File: src/rtl/lotto_draw.sv
// Draw controller for the shuffling random-number generator.
// Requests a value from the generator and rejects it if it is out of range
// or already drawn. Repeats until K distinct numbers sit in the result buffer.

module lotto_draw #(
    parameter int N    = 4,
    parameter int K    = 3,
    parameter int SPIN = 8
) (
    input  logic         i_Clk,
    input  logic         i_Rst,
    input  logic         i_fStart,
    input  logic [N-1:0] i_Max,
    output logic         o_fShuffle,
    output logic         o_fStop,
    input  logic         i_fRdy,
    input  logic [N-1:0] i_Num,
    input  logic [3:0]   i_RdIdx,
    output logic [N-1:0] o_RdNum,
    output logic [3:0]   o_Cnt,
    output logic         o_fBusy,
    output logic         o_fDone,
    output logic         o_fErr
);

    localparam int              SW        = $clog2(SPIN);
    localparam int              MAP       = 1 << N;
    localparam logic [SW-1:0]   SPIN_LAST = SW'(SPIN - 1);
    localparam logic [3:0]      K_CNT     = 4'(K);
    localparam logic [31:0]     K_WIDE    = 32'(K);

    typedef enum logic [2:0] {
        ST_IDLE,
        ST_SPIN,
        ST_STOP,
        ST_CHECK,
        ST_DONE
    } state_t;

    state_t         state;
    logic [SW-1:0]  spin_cnt;
    logic           shuffle;
    logic           stop;
    logic           busy;
    logic           done;
    logic           err;

    logic [N-1:0]   max_q;
    logic [N-1:0]   hold;
    logic [MAP-1:0] used_map;
    logic [N-1:0]   results [K];
    logic [3:0]     cnt;

    logic [31:0]    max_wide;
    logic           can_start;
    logic           too_few;
    logic           start_ok;
    logic           start_bad;
    logic           capture;
    logic           in_range;
    logic           is_dup;
    logic           accept;
    logic [3:0]     cnt_next;
    logic           last;

    // A start is only legal when the requested range can hold K distinct values.
    assign max_wide  = 32'(i_Max);
    assign can_start = i_fStart && ((state == ST_IDLE) || (state == ST_DONE));
    assign too_few   = K_WIDE > max_wide;
    assign start_ok  = can_start && !too_few;
    assign start_bad = can_start && too_few;

    // The generator value is captured once ready is seen while stop is requested.
    assign capture   = (state == ST_STOP) && i_fRdy;

    // A captured value is kept only if it is in range and not drawn before.
    assign in_range  = hold < max_q;
    assign is_dup    = used_map[hold];
    assign accept    = (state == ST_CHECK) && in_range && !is_dup;
    assign cnt_next  = cnt + 4'd1;
    assign last      = (cnt_next == K_CNT);

    // Sequencing FSM with registered generator controls and status flags.
    always_ff @(posedge i_Clk or negedge i_Rst) begin
        if (!i_Rst) begin
            state    <= ST_IDLE;
            spin_cnt <= '0;
            shuffle  <= 1'b0;
            stop     <= 1'b0;
            busy     <= 1'b0;
            done     <= 1'b0;
            err      <= 1'b0;
        end else begin
            shuffle <= 1'b0;
            case (state)
                ST_IDLE, ST_DONE: begin
                    if (start_bad) begin
                        err <= 1'b1;
                    end else if (start_ok) begin
                        err      <= 1'b0;
                        done     <= 1'b0;
                        busy     <= 1'b1;
                        shuffle  <= 1'b1;
                        spin_cnt <= '0;
                        state    <= ST_SPIN;
                    end
                end
                ST_SPIN: begin
                    if (spin_cnt == SPIN_LAST) begin
                        spin_cnt <= '0;
                        stop     <= 1'b1;
                        state    <= ST_STOP;
                    end else begin
                        spin_cnt <= spin_cnt + SW'(1);
                    end
                end
                ST_STOP: begin
                    if (i_fRdy) begin
                        stop  <= 1'b0;
                        state <= ST_CHECK;
                    end
                end
                ST_CHECK: begin
                    if (accept && last) begin
                        busy  <= 1'b0;
                        done  <= 1'b1;
                        state <= ST_DONE;
                    end else begin
                        shuffle <= 1'b1;
                        state   <= ST_SPIN;
                    end
                end
                default: begin
                    state <= ST_IDLE;
                end
            endcase
        end
    end

    // Draw datapath: latched range, holding register, used bitmap and results.
    always_ff @(posedge i_Clk or negedge i_Rst) begin
        if (!i_Rst) begin
            max_q    <= '0;
            hold     <= '0;
            used_map <= '0;
            cnt      <= '0;
            for (int i = 0; i < K; i++) begin
                results[i] <= '0;
            end
        end else if (start_ok) begin
            max_q    <= i_Max;
            used_map <= '0;
            cnt      <= '0;
            for (int i = 0; i < K; i++) begin
                results[i] <= '0;
            end
        end else if (capture) begin
            hold <= i_Num;
        end else if (accept) begin
            used_map[hold] <= 1'b1;
            cnt            <= cnt_next;
            for (int i = 0; i < K; i++) begin
                if (cnt == 4'(i)) begin
                    results[i] <= hold;
                end
            end
        end
    end

    // Result read port; indices beyond the buffer read as zero.
    always_comb begin
        o_RdNum = '0;
        for (int i = 0; i < K; i++) begin
            if (i_RdIdx == 4'(i)) begin
                o_RdNum = results[i];
            end
        end
    end

    assign o_fShuffle = shuffle;
    assign o_fStop    = stop;
    assign o_Cnt      = cnt;
    assign o_fBusy    = busy;
    assign o_fDone    = done;
    assign o_fErr     = err;

endmodule

File: config.mk
export PLATFORM = sky130hd
export DESIGN_NAME = lotto_draw
export DESIGN_NICKNAME = d
export VERILOG_FILES = /design/src/rtl/lotto_draw.sv
export SDC_FILE = /design/constraint.sdc
export NUM_CORES = 1
export LEC_CHECK = 0
export CAP_MARGIN = 20
export CORE_MARGIN = 1
export CORE_UTILIZATION = 50
export CTS_CLUSTER_DIAMETER = 150
export DETAILED_ROUTE_END_ITERATION = 7
export PLACE_DENSITY = 0.72
export SETUP_SLACK_MARGIN = 0.2
export SLEW_MARGIN = 10
export SYNTH_ARGS = -nofsm -noshare
export SYNTH_HDL_FRONTEND = slang
export SYNTH_SLANG_ARGS = --single-unit
File: constraint.sdc
create_clock -name i_Clk -period 6.15 [get_ports i_Clk]
set_input_delay 1.23 -clock i_Clk [delete_from_list [all_inputs] [get_ports i_Clk]]
set_output_delay 1.23 -clock i_Clk [all_outputs]
set_load 0.1 [all_outputs]
==> metrics.txt, run 1 <==
outcome=complete, no violations; Port Buffers=28; Worst-path clk slew=about 90 ps; CP max FO=5; Die ar.=5560 um^2; Worst setup SP type=primary input; Worst EP arrival=around 3500 ps; setup_tns=0 ps; Tcrit/Tclk final=77.4%; CP Data Required Time=between 4000 and 5000 ps; row cnt=26; Final Max Slew Viols=0; Post-Synthesis Cells=247; Pint=0.000686 W; Hold WS=484 ps; depth of the CTS H-tree=2; mean post-synth cell area=between 10 and 15 um^2; clk sinks=51; kind of critical path=primary input to output pin; EDFF count, synth=0; Lkg Pwr=1.36 nW; Hold Vio Cnt, Final=0; DRT Wirelength=4.89 mm; RSZ-0062 raised after global routing=false; core region area=5070 um^2; Synth Register Bits=51; GP Congestion=0.745; first-pass detailed-route iteration total=5; relative slew slack=35.2%; post-cts resize count=0; via count=1869; Final setup viols=0; drc violations=0; total CTS buffers=5; Mapped Area=about 2600 um^2; ys async rst share=between 90% and 100%; HP Class=register to register; remaining global-route overflow=0; pwr dens=401 nW/um^2; antenna violations before repair=0; CTS tree=yes; global-route total usage across every layer=20.0%; hold_buf cts=0; routed vias/inst=5.45; synth-to-layout area growth=15.4%; vias in the first global route=between 1500 and 2000; top post-synthesis cells by area=dfrtp_1, mux2i_1, ha_1; Die Width=74.6 um; Iteration-0 DRC Markers=120; # diodes=0; starting density of the core=51.9%; biggest area consumer among synthesized cells=dfrtp_1; post-synthesis sequential area ratio=48.4%; CTS Buffer Depth=2; Slew @ Worst Pin=969 ps; I/O pin count=29; DR WL/cell=14.2 um; ys flop type=dfrtp_1; Nets=between 200 and 300; Synth top cells by count=dfrtp_1, nand2_1, nor2_1; number of setup buffers added after CTS=0; max-cap violation count=0; worst slack at placement=between 1000 and 1500 ps; share of power burned in registers=42.2%; Synth cell types=43; post-DP HPWL=between 3 and 4 mm; Die Height=74.6 um; Setup Skew=10.5 ps; Crit. End Element=output pin; Antenna Nets Post-Route=0; PnR worst setup slack=1390 ps; switching power=0.000533 W; CTS Root Buffer Type=clkbuf_8; power share of the combinational group=42.6%; pin count of the biggest net entering global routing=52; Peak VDD IR=217 uV; Syn. warnings=0; layout cell share with drive strength beyond 1=11.4%; clock network power share=roughly 15%; worst skew pair latency=310 ps; post-synth net total=273; most common cell in the netlist=dfrtp_1; top cell type's share of synthesized area=around half; fin crit period=4760 ps; switching share of power=43.7%; first-pass GRT wire length=8.36 mm; fmax=210 MHz
power groups by stage:
stage,Clock [W],Sequential (W),Combinational [W]
floorplan,0,0.000592,0.000330
global placement,0,0.000521,0.000511
detailed placement,0,0.000522,0.000523
CTS,0.000192,0.000515,0.000524
global route,0.000205,0.000529,0.000574
finish,0.000186,0.000514,0.000519
per-layer routing:
metal | up-vias | track usage (%) | share of wire [%] | routed length [um]
met4 | 0 | 5.03 | 1.1 | 54
met2 | 26 | 33.3 | 48 | 2330
met5 | - | 0 | 0 | 0
met3 | 5 | 4.47 | 3.1 | 153
li1 | 917 | - | - | -
met1 | 921 | 26.4 | 48 | 2350
logic make-up (layout without fill, tap and decap cells):
group | after synthesis | in the layout | synth area share [%]
adder cells (fa/ha/maj) | 10 | 10 | 4.75
flip-flops | 51 | 51 | 48.4
AND/OR/NAND/NOR | 89 | 89 | 18.0
multiplexers | 29 | 29 | 13.0
AO/OA/AOI/OAI | 45 | 45 | 11.6
buffers and inverters | 21 | 47 | 3.56
XOR/XNOR | 2 | 2 | 0.665
flip-flops by register name (all words and copies together), names as in the netlist:
name,count
o_fBusy,1
max_q,4
state,3
results,12
used_map,16
o_fStop,1
spin_cnt,3
o_fDone,1
o_fErr,1
hold,4
o_Cnt,4
o_fShuffle,1
path summary, 6_finish.rpt:
kind,start,end,slack (ps),depth (start not counted)
worst max-delay path,i_RdIdx[1],o_RdNum[3],1390,5
worst min-delay path,o_fDone,o_fDone,480,1
worst max register to register,hold[0],results[6],3590,6
worst min register to register,o_fDone,o_fDone,480,1
max in group asynchronous,i_Rst,results[0],4700,2
min in group asynchronous,i_Rst,hold[2],1020,2
cell usage in the layout (no fill, tap or decap), drive strengths merged, types with 2 or more instances in the layout:
cell | netlist | final
clkbuf | 11 | 5
o211ai | 2 | 2
dfrtp | 51 | 51
mux2 | 8 | 8
clkdlybuf4s50 | 0 | 27
a21oi | 10 | 10
a31oi | 5 | 5
xnor2 | 2 | 2
o31ai | 2 | 2
inv | 8 | 8
nor2 | 30 | 30
nand2b | 2 | 2
mux4 | 3 | 3
nor3b | 3 | 3
mux2i | 18 | 18
nor2b | 6 | 6
clkinv | 0 | 3
ha | 10 | 10
nor3 | 5 | 5
a22o | 9 | 9
a211oi | 2 | 2
nand2 | 32 | 32
nand3b | 3 | 3
buf | 2 | 4
nand3 | 2 | 2
o21ai | 8 | 8
critical path, cell delays in order:
cell and delay, ps:
clkdlybuf4s50_1 540, nor2b_1 300, a21oi_1 120, nor3_1 170
clkdlybuf4s50_1 1170
area by class of cell:
type | count | area [um^2]
repair buffers | 31 | 298
well taps | 70 | 87.6
clock inverters | 3 | 15.0
multi-input cells | 175 | 1260
inverters | 8 | 30.0
clock buffers | 5 | 68.8
fillers | 459 | 2030
flip-flops and latches | 51 | 1280
stage by stage:
stage	area [um^2]	total power (W)	utilization, %	cells
2_1_floorplan	2640	0.000922	-	247
3_3_place_gp	2960	0.00103	58.3	335
3_5_place_dp	2960	0.00104	58.3	335
4_1_cts	3040	0.00123	59.9	343
5_1_grt	3040	0.00131	59.9	343
6_report	3040	0.00122	59.9	343
(Power assumes the default switching activity.)
==> inputs of run 2 (changes only) <==
==> constraint.sdc (replaced) <==
create_clock -name i_Clk -period 4.4 [get_ports i_Clk]
set_input_delay 0.88 -clock i_Clk [delete_from_list [all_inputs] [get_ports i_Clk]]
set_output_delay 0.88 -clock i_Clk [all_outputs]
set_load 0.1 [all_outputs]
==> run 2 against run 1 <==
Combinational power grew 41%. Core utilization grew 0.44 points. Largest power group unchanged. Largest cell class is now multi-input combinational cells. Critical endpoint is now o_RdNum[1]. Global-route usage increased by 0.86 points. Critical path type unchanged.
==> metrics.txt, run 2 (synthesis gave the netlist of run 1 again) <==
Port Buffers=28; post-DP HPWL=3.53 mm; core region area=5070 um^2; first-pass GRT wire length=8.74 mm; DRT Wirelength=4.97 mm; largest registers=used_map (16), results (12); Peak VDD IR=about 380 uV; fmax=317 MHz; pin count of the biggest net entering global routing=52; depth of the CTS H-tree=2; max-cap violation count=0; CTS tree=yes; starting density of the core=51.9%; Lkg Pwr=~1.4 nW; Hold Vio Cnt, Final=0; CP Data Required Time=3520 ps; Nets=298; worst slack at placement=1240 ps; Worst R2R Setup Slack=1820 ps; vias in the first global route=1864; kind of critical path=primary input to output pin; most common cell after layout, fill and taps aside=dfrtp_1; outcome=complete, no violations; Worst EP arrival=2270 ps; CP max FO=5; FF-to-FF path depth=6; Slew @ Worst Pin=971 ps; routed vias/inst=5.45; WHS Endpoint=used_map[12]; relative slew slack=35.1%; synth-to-layout area growth=16.2%; Worst setup SP type=primary input; clk sinks=between 50 and 60; # diodes=0; CTS Buffer Depth=2; pwr dens=567 nW/um^2; Iteration-0 DRC Markers=62; Setup Skew=roughly 7.8 ps; hold_buf cts=0; Die Width=74.6 um; Die Height=approximately 75 um; GP Congestion=just over 0.7; Antenna Nets Post-Route=0; Crit. End Element=output pin; row cnt=26; Worst-path clk slew=90 ps; HP Class=register to register; reg2reg end=results[5]; hold_sp=used_map[12]; Tcrit/Tclk final=71.7%; number of setup buffers added after CTS=0; CTS Root Buffer Type=clkbuf_8; RSZ-0062 raised after global routing=false; layout cell share with drive strength beyond 1=14.3%; via count=~1900; I/O pin count=29; Reg2Reg Launch Point=hold[0]; hold path depth=2; global-route total usage across every layer=20.8%; Biggest register=used_map; antenna violations before repair=0; drc violations=0; Die ar.=5560 um^2; DR WL/cell=14.5 um; total CTS buffers=5; post-cts resize count=0; most frequent cells in the layout=dfrtp_1, nand2_1, nor2_1; max reg flops=16; first-pass detailed-route iteration total=6; setup_tns=0 ps; fin crit period=between 3000 and 4000 ps; worst skew pair latency=310 ps; Final setup viols=0; remaining global-route overflow=0; PnR worst setup slack=around 1200 ps; Final Max Slew Viols=0
==> run 2: cell types whose count changed in the layout (fill, tap and decap cells not counted), moves of 3 or more <==
cell / before / now
nor3_1: 5 / 1
clkdlybuf4s50_1: 27 / 23
clkinv_2: 3 / 0
buf_4: 3 / 7
nor3_2: 0 / 4
==> run 2: final cells by class <==
class	count	area (um^2)
Tap cell	70	87.6
Inverter	8	30.0
Multi-Input combinational cell	175	1280
Clock inverter	3	27.5
Fill cell	460	2010
Timing Repair Buffer	31	288
Sequential cell	51	1280
Clock buffer	5	68.8
==> run 2: per-stage QoR <==
step           hold WS (ps)  power [W]  cells  cell area (um^2)  utilization (%)
5_1_grt                 511    0.00187    343              3060             60.4
3_5_place_dp            473    0.00147    335              2970             58.5
6_report                493    0.00174    343              3060             60.4
4_1_cts                 495    0.00175    343              3060             60.4
2_1_floorplan           443    0.00129    247              2660                -
3_3_place_gp            464    0.00145    335              2970             58.5
==> run 2: report_power, final <==
| group | internal (W) | switching, W |
|---|---|---|
| Sequential | 0.000577 | 0.000142 |
| Clock | 0.000118 | 0.000167 |
| Combinational | 0.000273 | 0.000461 |
| Total | 0.000968 | 0.000770 |
==> run 2: worst max path at each step <==
stage                          start    endpoint  slack, ps
after CTS                 i_RdIdx[1]  o_RdNum[1]       1220
final                     i_RdIdx[0]  o_RdNum[1]       1250
after global placement    i_RdIdx[1]  o_RdNum[2]       1240
after detailed placement  i_RdIdx[1]  o_RdNum[1]       1240
after global routing      i_RdIdx[1]  o_RdNum[2]       1150
after floorplan           i_RdIdx[1]  o_RdNum[0]        990
==> run 2: layer usage <==
layer	part of all wire [%]	vias to the layer above	global-route usage, %
met5	0	-	0
met4	1.3	0	6.92
met3	2.4	6	4.07
met2	48	20	34.6
met1	48	925	27.4
li1	-	918	-
==> run 2: worst max-delay path: stages <==
cell and delay (ps):
clkdlybuf4s50_1 550, nor2b_1 290, a21oi_1 130, nor3_2 110, buf_4 310
==> inputs of run 3 (changes only) <==
==> constraint.sdc (replaced) <==
create_clock -name i_Clk -period 3.13 [get_ports i_Clk]
set_input_delay 0.626 -clock i_Clk [delete_from_list [all_inputs] [get_ports i_Clk]]
set_output_delay 0.626 -clock i_Clk [all_outputs]
set_load 0.1 [all_outputs]
==> run 3 against run 2 <==
Register-to-register slack got worse by 1200 ps. Worst setup slack got worse by 740 ps. Total power increased by 43%. Combinational power increased by 43%. Core utilization increased by 1.0 points. Clock skew increased by 1.6 ps. Sequential power increased by 37%. Critical path depth unchanged. Die area unchanged. Critical endpoint unchanged. Sequential share of layout area decreased by 0.70 points. Sequential cell count unchanged. Non-clock buffer count increased by 2.
==> metrics.txt, run 3 (synthesis gave the netlist of run 1 again) <==
Worst setup SP type=primary input; starting density of the core=51.9%; outcome=complete, no violations; largest registers=used_map (16), results (12); remaining global-route overflow=0; final instance area=3120 um^2; via count=1843; Lkg Pwr=roughly 1.4 nW; clk sinks=51; Die Width=between 70 and 80 um; most common cell after layout, fill and taps aside=dfrtp_1; most frequent cells in the layout=dfrtp_1, nand2_1, nor2_1; Final setup viols=0; antenna violations before repair=0; final std cells w/o fill=344; Final Max Slew Viols=0; relative slew slack=58.3%; global-route total usage across every layer=20.2%; total CTS buffers=5; Slew @ Worst Pin=625 ps; Peak VDD IR=492 uV; pin count of the biggest net entering global routing=30; CP Data Required Time=2500 ps; placed instance count=337; Tcrit/Tclk final=83.8%; CTS Root Buffer Type=clkbuf_8; Setup Skew=9.37 ps; Crit. End Element=output pin; CTS Buffer Depth=2; post-DP HPWL=3.63 mm; I/O pin count=29; placed cell areas=3010 um^2; layout cell share with drive strength beyond 1=17.9%; HP Class=primary input to async pin; fmax=approximately 380 MHz; routed vias/inst=between 5 and 6; Worst-path clk slew=90 ps; Die Height=between 70 and 80 um; Worst EP arrival=2000 ps; fill count=between 400 and 500; GP Congestion=between 0.7 and 0.8; Port Buffers=28; Iteration-0 DRC Markers=between 90 and 100; number of setup buffers added after CTS=0; post-cts resize count=0; DRT Wirelength=5.00 mm; fin crit period=2620 ps; Antenna Nets Post-Route=0; max-cap violation count=0; CP max FO=5; RSZ-0062 raised after global routing=false; drc violations=0; Die ar.=approximately 5600 um^2; vias in the first global route=1774; hold_buf cts=0; row cnt=26; first-pass GRT wire length=8.39 mm; DR WL/cell=about 15 um; Nets=300; CTS tree=yes; depth of the CTS H-tree=2; Hold Vio Cnt, Final=0; core region area=5070 um^2; setup_tns=0 ps; pwr dens=around 800 nW/um^2; # diodes=0; Biggest register=used_map; first-pass detailed-route iteration total=4; worst skew pair latency=around 300 ps; synth-to-layout area growth=18.2%; max reg flops=16; kind of critical path=primary input to output pin
==> run 3: area by class of cell <==
| cell class | count | area [um^2] | area share (%) |
|---|---|---|---|
| Inverter | 8 | 30.0 | 0.964 |
| Tap cell | 70 | 87.6 | 2.81 |
| Timing Repair Buffer | 33 | 330 | 10.6 |
| Clock buffer | 5 | 68.8 | 2.21 |
| Multi-Input combinational cell | 175 | 1280 | 41.2 |
| Sequential cell | 51 | 1280 | 41.0 |
| Clock inverter | 2 | 37.5 | 1.20 |
==> run 3: final timing paths <==
check	from	end	slack [ps]	depth (start not counted)
max	i_RdIdx[0]	o_RdNum[1]	510	5
min	i_Rst	max_q[2]	270	1
max reg2reg	hold[0]	o_fShuffle	630	6
min reg2reg	used_map[15]	used_map[15]	480	2
max in group asynchronous	i_Rst	results[7]	2100	2
min in group i_Clk	used_map[15]	used_map[15]	480	2
==> run 3: per-layer routing <==
layer  global-route usage, %  vias up  part of all wire [%]
met1                    27.1      903                    48
met3                    3.66        6                   2.3
met4                    6.92        0                   1.1
li1                        -      914                     -
met2                    33.2       20                    48
met5                       0        -                     0
==> run 3: power breakdown <==
| part | leakage (nW) | internal [W] | switching [W] |
|---|---|---|---|
| Combinational | 0.680 | 0.000383 | 0.000670 |
| Sequential | 0.685 | 0.000812 | 0.000175 |
| Clock | 0.0502 | 0.000234 | 0.000210 |
==> run 3: through the flow <==
stage / setup slack, ps / utilization, % / hold slack [ps] / power, W
2_1_floorplan: 231 / - / 330 / 0.00181
3_3_place_gp: 565 / 59.3 / 460 / 0.00204
3_5_place_dp: 500 / 59.3 / 466 / 0.00206
4_1_cts: 494 / 61.4 / 286 / 0.00251
5_1_grt: 376 / 61.4 / 319 / 0.00265
6_report: 507 / 61.4 / 274 / 0.00248
==> run 3: critical path, stage by stage <==
cell	delay, ps
clkdlybuf4s50_1	540
nor2b_1	290
a21oi_1	130
nor3_2	190
buf_12	210
